$ cat config.mk
export PLATFORM = sky130hd
export DESIGN_NAME = ser_table_walker
export DESIGN_NICKNAME = d
export VERILOG_FILES = /design/src/rtl/ser_pkg.sv /design/src/rtl/base_stack.sv /design/src/rtl/ser_table_walker.sv
export SDC_FILE = /design/constraint.sdc
export NUM_CORES = 2
export LEC_CHECK = 0
export CORE_MARGIN = 1
export CORE_UTILIZATION = 53
export CTS_CLUSTER_DIAMETER = 100
export DETAILED_ROUTE_END_ITERATION = 6
export GPL_TIMING_DRIVEN = 0
export HOLD_SLACK_MARGIN = 0.08
export PLACE_DENSITY_LB_ADDON = 0.3
export RECOVER_POWER = 25
export SLEW_MARGIN = 40
export SYNTH_ARGS = -nofsm -noshare
export SYNTH_HDL_FRONTEND = slang
export SYNTH_SLANG_ARGS = --single-unit
$ cat constraint.sdc
create_clock -name clk -period 56.7 [get_ports clk]
set_clock_uncertainty 0.1 [all_clocks]
set_input_delay 11.34 -clock clk [delete_from_list [all_inputs] [get_ports clk]]
set_output_delay 11.34 -clock clk [all_outputs]
set_load 0.05 [all_outputs]
$ cat src/rtl/ser_pkg.sv
// Shared types for the serializer pipeline: table entry layout, entry
// classification and walker error codes.
package ser_pkg;

  typedef struct packed {
    logic [31:0] offset;
    logic [31:0] size;
    logic [31:0] field_id;
    logic [4:0]  field_type;
    logic        nested;
    logic [25:0] rsvd;
  } table_entry_t;

  typedef enum logic [1:0] {
    ENT_LEAF,
    ENT_FOOTER,
    ENT_HEADER
  } entry_class_t;

  localparam logic [1:0] ERR_NONE       = 2'b00;
  localparam logic [1:0] ERR_OVERFLOW   = 2'b01;
  localparam logic [1:0] ERR_UNDERFLOW  = 2'b10;
  localparam logic [1:0] ERR_UNBALANCED = 2'b11;

  // A zero field_id marks a footer regardless of the nested bit.
  function automatic entry_class_t classify(input table_entry_t e);
    if (e.field_id == '0) return ENT_FOOTER;
    if (e.nested)         return ENT_HEADER;
    return ENT_LEAF;
  endfunction

endpackage

$ cat src/rtl/base_stack.sv
// LIFO of 64-bit object base addresses used to save/restore the walker's
// current base across nested objects.
module base_stack #(
  parameter int unsigned STACK_DEPTH = 16
) (
  input  logic        clk,
  input  logic        i_rst,
  input  logic        i_clear,
  input  logic        i_push,
  input  logic        i_pop,
  input  logic [63:0] i_din,
  output logic [63:0] o_top,
  output logic        o_full,
  output logic        o_empty
);

  localparam int unsigned PW = $clog2(STACK_DEPTH + 1);
  localparam int unsigned AW = (STACK_DEPTH > 1) ? $clog2(STACK_DEPTH) : 1;

  logic [PW-1:0] r_sp;
  logic [63:0]   r_mem [STACK_DEPTH];
  logic [PW-1:0] w_sp_m1;

  assign w_sp_m1 = r_sp - PW'(1);
  assign o_full  = (r_sp == PW'(STACK_DEPTH));
  assign o_empty = (r_sp == '0);
  assign o_top   = o_empty ? '0 : r_mem[w_sp_m1[AW-1:0]];

  always_ff @(posedge clk or posedge i_rst) begin
    if (i_rst) begin
      r_sp <= '0;
      for (int unsigned i = 0; i < STACK_DEPTH; i++) r_mem[i] <= '0;
    end else if (i_clear) begin
      r_sp <= '0;
    end else if (i_push && !o_full) begin
      r_mem[r_sp[AW-1:0]] <= i_din;
      r_sp                <= r_sp + PW'(1);
    end else if (i_pop && !o_empty) begin
      r_sp <= w_sp_m1;
    end
  end

endmodule

$ cat src/rtl/ser_table_walker.sv
// Walks a field-descriptor table back to front, tracking nested object bases,
// and hands leaf fields one at a time to ser_aggregate.
module ser_table_walker
  import ser_pkg::*;
#(
  parameter int unsigned STACK_DEPTH = 16,
  parameter int unsigned ENTRY_BYTES = 16
) (
  input  logic         clk,
  input  logic         reset,
  input  logic         start,
  input  logic [63:0]  obj_base,
  input  logic [63:0]  tbl_base,
  input  logic [15:0]  tbl_count,
  output logic         busy,
  output logic         done,
  output logic         error,
  output logic [1:0]   err_code,
  output logic         tbl_rd_en,
  output logic [63:0]  tbl_rd_addr,
  input  table_entry_t tbl_rd_data,
  input  logic         tbl_rd_valid,
  output logic         agg_en,
  output logic         agg_entry_valid,
  output table_entry_t agg_entry,
  output logic [63:0]  agg_addr,
  input  logic         agg_ready,
  input  logic         agg_done
);

  typedef enum logic [3:0] {
    S_IDLE,
    S_FETCH,
    S_FETCH_WAIT,
    S_DECODE,
    S_ISSUE,
    S_WAIT_DONE,
    S_NEXT,
    S_DONE,
    S_ERROR
  } state_t;

  state_t       r_state, w_next;
  logic [63:0]  r_base;
  logic [15:0]  r_idx;
  table_entry_t r_entry;
  logic [1:0]   r_err_code;
  logic         r_error, r_done, r_busy, r_rd_en, r_agg_valid;
  logic [63:0]  r_rd_addr, r_agg_addr;
  table_entry_t r_agg_entry;

  logic         w_accept, w_push, w_pop, w_full, w_empty, w_err_set;
  logic [1:0]   w_err_val;
  logic [63:0]  w_top, w_first_addr, w_field_addr;
  entry_class_t w_class;

  assign w_accept     = (r_state == S_IDLE) && start;
  assign w_class      = classify(r_entry);
  assign w_first_addr = tbl_base + 64'(tbl_count - 16'd1) * 64'(ENTRY_BYTES);
  assign w_field_addr = r_base + 64'(r_entry.offset);

  base_stack #(.STACK_DEPTH(STACK_DEPTH)) u_stack (
    .clk     (clk),
    .i_rst   (reset),
    .i_clear (w_accept),
    .i_push  (w_push),
    .i_pop   (w_pop),
    .i_din   (r_base),
    .o_top   (w_top),
    .o_full  (w_full),
    .o_empty (w_empty)
  );

  always_comb begin
    w_next    = r_state;
    w_push    = 1'b0;
    w_pop     = 1'b0;
    w_err_set = 1'b0;
    w_err_val = ERR_NONE;
    case (r_state)
      S_IDLE:       if (start) w_next = (tbl_count == '0) ? S_DONE : S_FETCH;
      S_FETCH:      w_next = S_FETCH_WAIT;
      S_FETCH_WAIT: if (tbl_rd_valid) w_next = S_DECODE;
      S_DECODE: begin
        case (w_class)
          ENT_FOOTER: begin
            if (w_full) begin
              w_err_set = 1'b1;
              w_err_val = ERR_OVERFLOW;
              w_next    = S_ERROR;
            end else begin
              w_push = 1'b1;
              w_next = S_NEXT;
            end
          end
          ENT_HEADER: begin
            if (w_empty) begin
              w_err_set = 1'b1;
              w_err_val = ERR_UNDERFLOW;
              w_next    = S_ERROR;
            end else begin
              w_pop  = 1'b1;
              w_next = S_NEXT;
            end
          end
          default:    w_next = S_ISSUE;
        endcase
      end
      S_ISSUE:      if (agg_ready) w_next = S_WAIT_DONE;
      S_WAIT_DONE:  if (agg_done) w_next = S_NEXT;
      S_NEXT: begin
        if (r_idx == '0) begin
          w_next = S_DONE;
          if (!w_empty) begin
            w_err_set = 1'b1;
            w_err_val = ERR_UNBALANCED;
          end
        end else begin
          w_next = S_FETCH;
        end
      end
      default:      w_next = S_IDLE;
    endcase
  end

  // Outputs are registered from the next state so they line up with the
  // state they belong to rather than lagging it by a cycle.
  always_ff @(posedge clk or posedge reset) begin
    if (reset) begin
      r_state     <= S_IDLE;
      r_base      <= '0;
      r_idx       <= '0;
      r_entry     <= '0;
      r_err_code  <= '0;
      r_error     <= 1'b0;
      r_done      <= 1'b0;
      r_busy      <= 1'b0;
      r_rd_en     <= 1'b0;
      r_rd_addr   <= '0;
      r_agg_valid <= 1'b0;
      r_agg_entry <= '0;
      r_agg_addr  <= '0;
    end else begin
      r_state <= w_next;
      if (w_accept) begin
        r_base     <= obj_base;
        r_idx      <= tbl_count - 16'd1;
        r_rd_addr  <= w_first_addr;
        r_err_code <= ERR_NONE;
        r_error    <= 1'b0;
      end
      if ((r_state == S_FETCH_WAIT) && tbl_rd_valid) r_entry <= tbl_rd_data;
      if (w_push) r_base <= w_field_addr;
      if (w_pop)  r_base <= w_top;
      if (w_err_set) r_err_code <= w_err_val;
      if ((r_state == S_NEXT) && (r_idx != '0)) begin
        r_idx     <= r_idx - 16'd1;
        r_rd_addr <= r_rd_addr - 64'(ENTRY_BYTES);
      end
      if (r_state == S_DONE)  r_error <= (r_err_code != ERR_NONE);
      if (r_state == S_ERROR) r_error <= 1'b1;
      r_done      <= (r_state == S_DONE) || (r_state == S_ERROR);
      r_busy      <= (w_next != S_IDLE);
      r_rd_en     <= (w_next == S_FETCH);
      r_agg_valid <= (w_next == S_ISSUE);
      r_agg_entry <= (w_next == S_ISSUE) ? r_entry : '0;
      r_agg_addr  <= (w_next == S_ISSUE) ? w_field_addr : '0;
    end
  end

  assign busy            = r_busy;
  assign done            = r_done;
  assign error           = r_error;
  assign err_code        = r_err_code;
  assign tbl_rd_en       = r_rd_en;
  assign tbl_rd_addr     = r_rd_addr;
  assign agg_en          = r_agg_valid;
  assign agg_entry_valid = r_agg_valid;
  assign agg_entry       = r_agg_entry;
  assign agg_addr        = r_agg_addr;

endmodule

# After elaboration in Yosys (flattened, before gate mapping)
# Index checks and enable logic that the tools add are counted.
dict set report op_classes {
  eq_ne 13
  add_sub_neg 8
  bitwise 3
  mux 58
  reduce_logical 23
  order_cmp 3
}
# cell n
set op_table {}
lappend op_table {{1024-bit bitwise mux} 1}
lappend op_table {{64-bit 2-to-1 mux} 10}
lappend op_table {{64-bit binary-select mux with 4-bit select} 1}
lappend op_table {{64-bit demux with 4-bit select} 1}
lappend op_table {{128-bit 2-to-1 mux} 1}
lappend op_table {{64-bit by 32-bit adder with 64-bit output} 1}
lappend op_table {{64-bit adder} 1}
lappend op_table {{64-bit by 5-bit subtractor with 64-bit output (second input constant)} 1}
lappend op_table {{16-bit zero test} 2}
lappend op_table {{32-bit zero test} 1}
lappend op_table {{16-bit 2-to-1 mux} 2}
lappend op_table {{16-bit by 1-bit subtractor with 16-bit output (second input constant)} 2}
lappend op_table {{4-bit one-hot mux with 7 select lines} 1}
lappend op_table {{4-bit 2-to-1 mux} 6}
lappend op_table {{4-bit by 3-bit equality test with 1-bit output (second input constant)} 5}
lappend op_table {{2-bit 2-to-1 mux} 9}
lappend op_table {{16-bit by 1-bit subtractor with 17-bit output (second input constant)} 1}
lappend op_table {{1-bit 2-to-1 mux} 16}
lappend op_table {{16-bit nonzero test} 1}
lappend op_table {{5-bit 2-to-1 mux} 3}
lappend op_table {{5-bit greater-or-equal comparator (second input constant)} 2}
lappend op_table {{4-bit inverter with 5-bit output} 2}
lappend op_table {{3-bit nonzero test} 3}
lappend op_table {{4-bit by 1-bit equality test with 1-bit output (second input constant)} 2}
lappend op_table {{other kinds (21)} 33}
dict set report totals {
  output_inout_bits 264
  word_cells 148
  ff_bits 1504
  input_bits 278
}

# Depth between registers and ports, before layout
dict set report logic_depth {
  depth_word 12
  ltp_mapped 19
  ltp_nobuf 18
}

# By module
# A second synthesis with hierarchy kept.
dict set report unflattened {
  cells_unflattened 5540
  hier_area_um2 71800.1
}
# module instances cells_per_inst area_per_inst_um2 seq_area_each_um2
set modules_own_cells {}
lappend modules_own_cells {base_stack 1 2974 46673.5 25749.7}
lappend modules_own_cells {ser_table_walker 1 2566 25126.6 11886.4}

# Worst setup path after synthesis
# OpenSTA, ideal clock, no wires.
dict set report synth_path {
  kind {input-to-reg}
  from {input tbl_count[12]}
  to {register r_rd_addr[61] (netlist: tbl_rd_addr[61])}
  arrival_ns 16.912
  path_buffers 1
  required_ns 56.506
  setup_ns 0.094
  cell_stages 14
  path_slack_ns 39.594
  cell_sequence {clkbuf_1 -> or4_1 -> nor4_2 -> ha_1 -> a21o_1 -> nand2_1 -> a21oi_1 -> o41a_1 -> a2111o_1 -> o21ai_1 -> o21ai_0 -> a221oi_1 -> xor2_1 -> a211oi_1}
}
dict set report synth_via {
  elab_chain_len 4
}
# element line
set synth_lines {}
lappend synth_lines {{from (decl)} ser_table_walker.sv:14} ;# input logic [15:0] tbl_count,
lappend synth_lines {{16-bit by 1-bit subtractor with 17-bit output} ser_table_walker.sv:59} ;# assign w_first_addr = tbl_base + 64'(tbl_count - 16'd1) * 64'(ENTRY_BYTES);
lappend synth_lines {{64-bit adder} ser_table_walker.sv:59}
lappend synth_lines {{64-bit 2-to-1 mux} ser_table_walker.sv:145} ;# if (w_accept) begin
lappend synth_lines {{64-bit 2-to-1 mux} ser_table_walker.sv:156} ;# if ((r_state == S_NEXT) && (r_idx != '0)) begin
lappend synth_lines {{to (signal assigned)} ser_table_walker.sv:148} ;# r_rd_addr <= w_first_addr;
lappend synth_lines {{to (signal assigned)} ser_table_walker.sv:158} ;# r_rd_addr <= r_rd_addr - 64'(ENTRY_BYTES);
lappend synth_lines {{to (decl)} ser_table_walker.sv:49} ;# logic [63:0] r_rd_addr, r_agg_addr;
# No other way between the ends. The select of a mux whose other input is x is not followed.
# A chain may end at the register's enable or synchronous reset.

# Final worst setup path
dict set report layout_path {
  from {input tbl_count[2]}
  to {register r_rd_addr[63] (netlist: tbl_rd_addr[63])}
}
# The elaborated chain is that of the path after synthesis.

==> results.py <==
metrics = {
    "layout": {
        "layout-area-overhead-vs-synth_pct": 19.1,
        "post_route_cells_drive_above_1_share": 0.269,
        "layout.core_utilization": 0.636,
        "finish.net_count": 6691,
    },
    "timing": {
        "setup_violations_final": 0,
        "fmax_ghz": 0.0605,
        "final_min_period_over_clock_period": 0.291,
        "setup_slack_ps": 40180,
        "hold_violations": 0,
        "finalWorstPathRequiredPeriod_ps": 16520,
        "totalNegativeSetupSlack_ps": 0,
        "final-max-slew-violation-count": 22,
        "slew_at_the_pin_with_the_worst_max_slew_slack_ps": 1970,
        "rsz0062_at_grt": "no",
        "maxSlewHeadroom": -0.321,
    },
    "run_status": {
        "status": "finished, violations left",
        "violations": "design-rule violations, max-capacitance violations, max-slew violations",
    },
    "worst_setup_path": {
        "worst_setup_path_end_kind": "flop",
        "critical_path_arrival_ps": 17120,
        "cp.required_ps": 57300,
        "worstSetupPathType": "in2reg",
        "path_cells": "clkdlybuf4s50_1 > nor2_1 > nand2_1 > nor3_1 > nand2_1 > nor4_4 > buf_6 > buf_4 > buf_4 > ha_1 > clkbuf_1 > nand2_1 > nor2_1 > nand2_1 > a311o_1 > a41oi_1 > o21ai_1 > o211a_1 > o41ai_1 > xnor2_1 > a21o_1",
        "reg2regPathDepth": 17,
        "cp_slowest_cell": "clkdlybuf4s50_1",
        "worst_path_max_stage_delay_ps": 580,
        "crit_path_top_cell_by_count": "nand2_1",
        "worst-path-buf-inv": 5,
        "crit_cells": 21,
        "critPathLaunchType": "input pin",
        "crit_path_max_fanout": 10,
        "cp_top_family": "simple AND/OR/NAND/NOR gates",
    },
    "logic_synthesis": {
        "synth_top_cells_by_area": "dfrtp_1 53%, mux2_2 16%, mux4_2 9.4%",
        "post_synth_fa_ha_maj_area_fraction": 0.0179,
        "post_synth_design_cell_area_sq_mm": 0.0712,
        "async_reset_ff_frac": 1.00,
        "syn_inst": 5581,
        "synthesis.nets": 5960,
        "yosys.cell_types.count": 87,
        "yosys.area.top_type_share": 0.528,
        "muxShareOfSynthArea": 0.255,
        "synth_enable_flop_cells": 0,
        "yosys.area_share.simple": 0.0757,
        "seq_area_frac_synth": 0.528,
        "ys_seq_elements": 1504,
        "synthesis.yosys.warnings": 0,
        "syn_area_per_cell_sq_um": 12.8,
        "synth.largest_area_cell": "dfrtp_1",
        "synth_compound_gate_area_share": 0.0809,
        "post_synth_xor_area_fraction": 0.0160,
        "synth-main-ff-cell": "dfrtp_1",
        "synth_top_family_by_area": "multiplexers",
    },
    "min_path": {
        "holdPathStages": 1,
        "hold_path_class": "reg2reg",
    },
    "clocking": {
        "cts-buffers-inserted": 159,
        "numClockSinks": 1504,
        "clk_transition_reported_paths_ps": 60,
        "clockRootBuffer": "clkbuf_16",
        "cts_tree": "done",
        "postCtsHoldBufs": 0,
        "clockBufferDepth": 3,
        "post-cts-setup-buffers": 0,
        "htree_levels": 4,
        "postcts_resize_cnt": 0,
        "clk-insertion-delay-late_ps": 820,
    },
    "place": {
        "dp_worst_setup_slack_ps": 39380,
        "port_buffers": 537,
        "hpwl_mm": 169,
        "routabilityCongestion": 0.949,
    },
    "power": {
        "power.density_mw_per_mm2": 47.6,
        "static_leakage_uw": 0.0390,
        "peakVddDrop_mv": 0.0358,
    },
    "floorplan": {
        "design.portCount": 542,
        "design.die.area_sq_mm": 0.136,
        "initial_core_util": 0.534,
        "die_w_um": 369,
        "die_height_um": 369,
        "core_area_sq_mm": 0.133,
        "num_rows": 134,
    },
    "detailed_routing": {
        "vias_per_cell": 6.41,
        "detailedRoute.firstIterationViolations": 5368,
        "drt_drc_violations_left": 1,
        "via_count": 52600,
        "drt_first_pass_iters": 7,
        "drt-total-wl_mm": 238,
        "drt.antenna.violating_nets": 0,
        "avgRoutedWirePerCell_um": 29.0,
    },
    "global_routing": {
        "number_of_global_route_vias_before_repair": 53200,
        "global_route_wire_length_before_repair_mm": 350,
        "grt_start_max_net_pins": 84,
        "grt_remaining_overflow": 0,
        "number_of_antenna_violations_at_the_first_check_in_global_routing": 11,
        "grt_util_all_layers": 0.351,
    },
    "run": {
        "max_cap_viol_count": 2,
    },
}
## power by group
group          internal, uW  switching, uW  leakage (uW)
registers              1220            152        0.0203
logic                   534           1080        0.0161
clock network           605            449       0.00255
## final timing paths
check | to | start | slack, ps
max | tbl_rd_addr[63]$_DFFE_PP0P_ | tbl_count[2] | 40180
min | agg_entry[21]$_DFF_PP0_ | r_entry[21]$_DFFE_PP0P_ | 370
max reg2reg | r_base[51]$_DFFE_PP0P_ | u_stack.r_sp[0]$_DFFE_PP0P_ | 47470
min reg2reg | agg_entry[21]$_DFF_PP0_ | r_entry[21]$_DFFE_PP0P_ | 370
max in group asynchronous | u_stack.r_mem[101]$_DFFE_PP0P_ | reset | 43700
min in group asynchronous | tbl_rd_addr[16]$_DFFE_PP0P_ | reset | 10870
## per-layer routing
metal | global-route usage | wire [um] | share of wire
met5 | 0 | 46 | 0.00019
met4 | 0.193 | 14300 | 0.060
met3 | 0.0950 | 23600 | 0.099
met2 | 0.544 | 110000 | 0.46
met1 | 0.448 | 89900 | 0.38
## cell usage after synthesis (all sizes together), types with 6 or more instances
cell / number
nor3: 66
nor4: 37
or2: 6
dfrtp: 1504
mux2i: 31
o21bai: 19
o221a: 11
a31oi: 18
a2bb2oi: 9
xnor2: 80
xor2: 50
nand2: 421
o21ai: 349
nand2b: 21
or3: 25
clkbuf: 279
mux4: 298
o21a: 36
inv: 57
a21boi: 6
a21o: 55
buf: 140
a221oi: 18
or4: 9
and2: 141
o31ai: 12
nor2: 241
o22ai: 21
nand4: 27
ha: 99
nand3: 69
a211oi: 28
o22a: 15
a21oi: 199
mux2: 987
and3: 25
nor2b: 22
nor3b: 11
o211ai: 17
o221ai: 37
o311ai: 10
## registers in the layout, indices dropped and copies added, names as in the netlist, 5 cells and up
register and count:
u_stack.r_sp 5, r_entry 128, agg_entry 128, r_base 64
tbl_rd_addr 64, r_idx 16, u_stack.r_mem 1024, agg_addr 64
## cell usage in the layout, fill, tap and decap left out, types with 55 or more instances in the layout
cell type / netlist / layout
o21ai_0: 343 / 343
and2_1: 141 / 141
buf_2: 72 / 60
mux2_2: 987 / 985
ha_1: 99 / 99
a21oi_1: 196 / 196
a21o_1: 55 / 55
clkbuf_2: 3 / 56
clkbuf_16: 0 / 161
xnor2_1: 80 / 78
inv_1: 56 / 55
dfrtp_1: 1504 / 1504
nand2_1: 421 / 420
mux4_2: 298 / 298
clkdlybuf4s50_1: 0 / 537
nor3_1: 66 / 65
clkbuf_1: 276 / 328
nand3_1: 68 / 68
nor2_1: 241 / 239
## per-stage QoR
| stage | hold slack [ps] | instances | instance area (sq um) | total power, uW |
|---|---|---|---|---|
| 4_1_cts | 373 | 8199 | 84900 | 4010 |
| 3_5_place_dp | 360 | 7918 | 79700 | 2960 |
| 5_1_grt | 385 | 8203 | 84900 | 4170 |
| 3_3_place_gp | 353 | 7886 | 78800 | 2920 |
| 6_report | 371 | 8209 | 84900 | 4040 |
| 2_1_floorplan | 345 | 5581 | 71200 | 2320 |
## final cells by class
cell class,instances,area [sq um]
Fill cell,10100,48600
Tap cell,1768,2210
Buffer,419,1730
Antenna cell,9,22.5
Inverter,59,229
Clock buffer,230,4600
Multi-Input combinational cell,3599,31800
Timing Repair Buffer,570,6070
Sequential cell,1504,37600
Clock inverter,51,603
## cell families (layout without fill, tap and decap cells)
logic type	Yosys count	in the layout
XOR/XNOR	130	130
adder cells (fa/ha/maj)	101	101
AO/OA/AOI/OAI	916	916
multiplexers	1316	1316
AND/OR/NAND/NOR	1136	1136
buffers and inverters	478	1329
flip-flops	1504	1504
other	0	9
No activity file was read; power rests on OpenSTA's default activity.
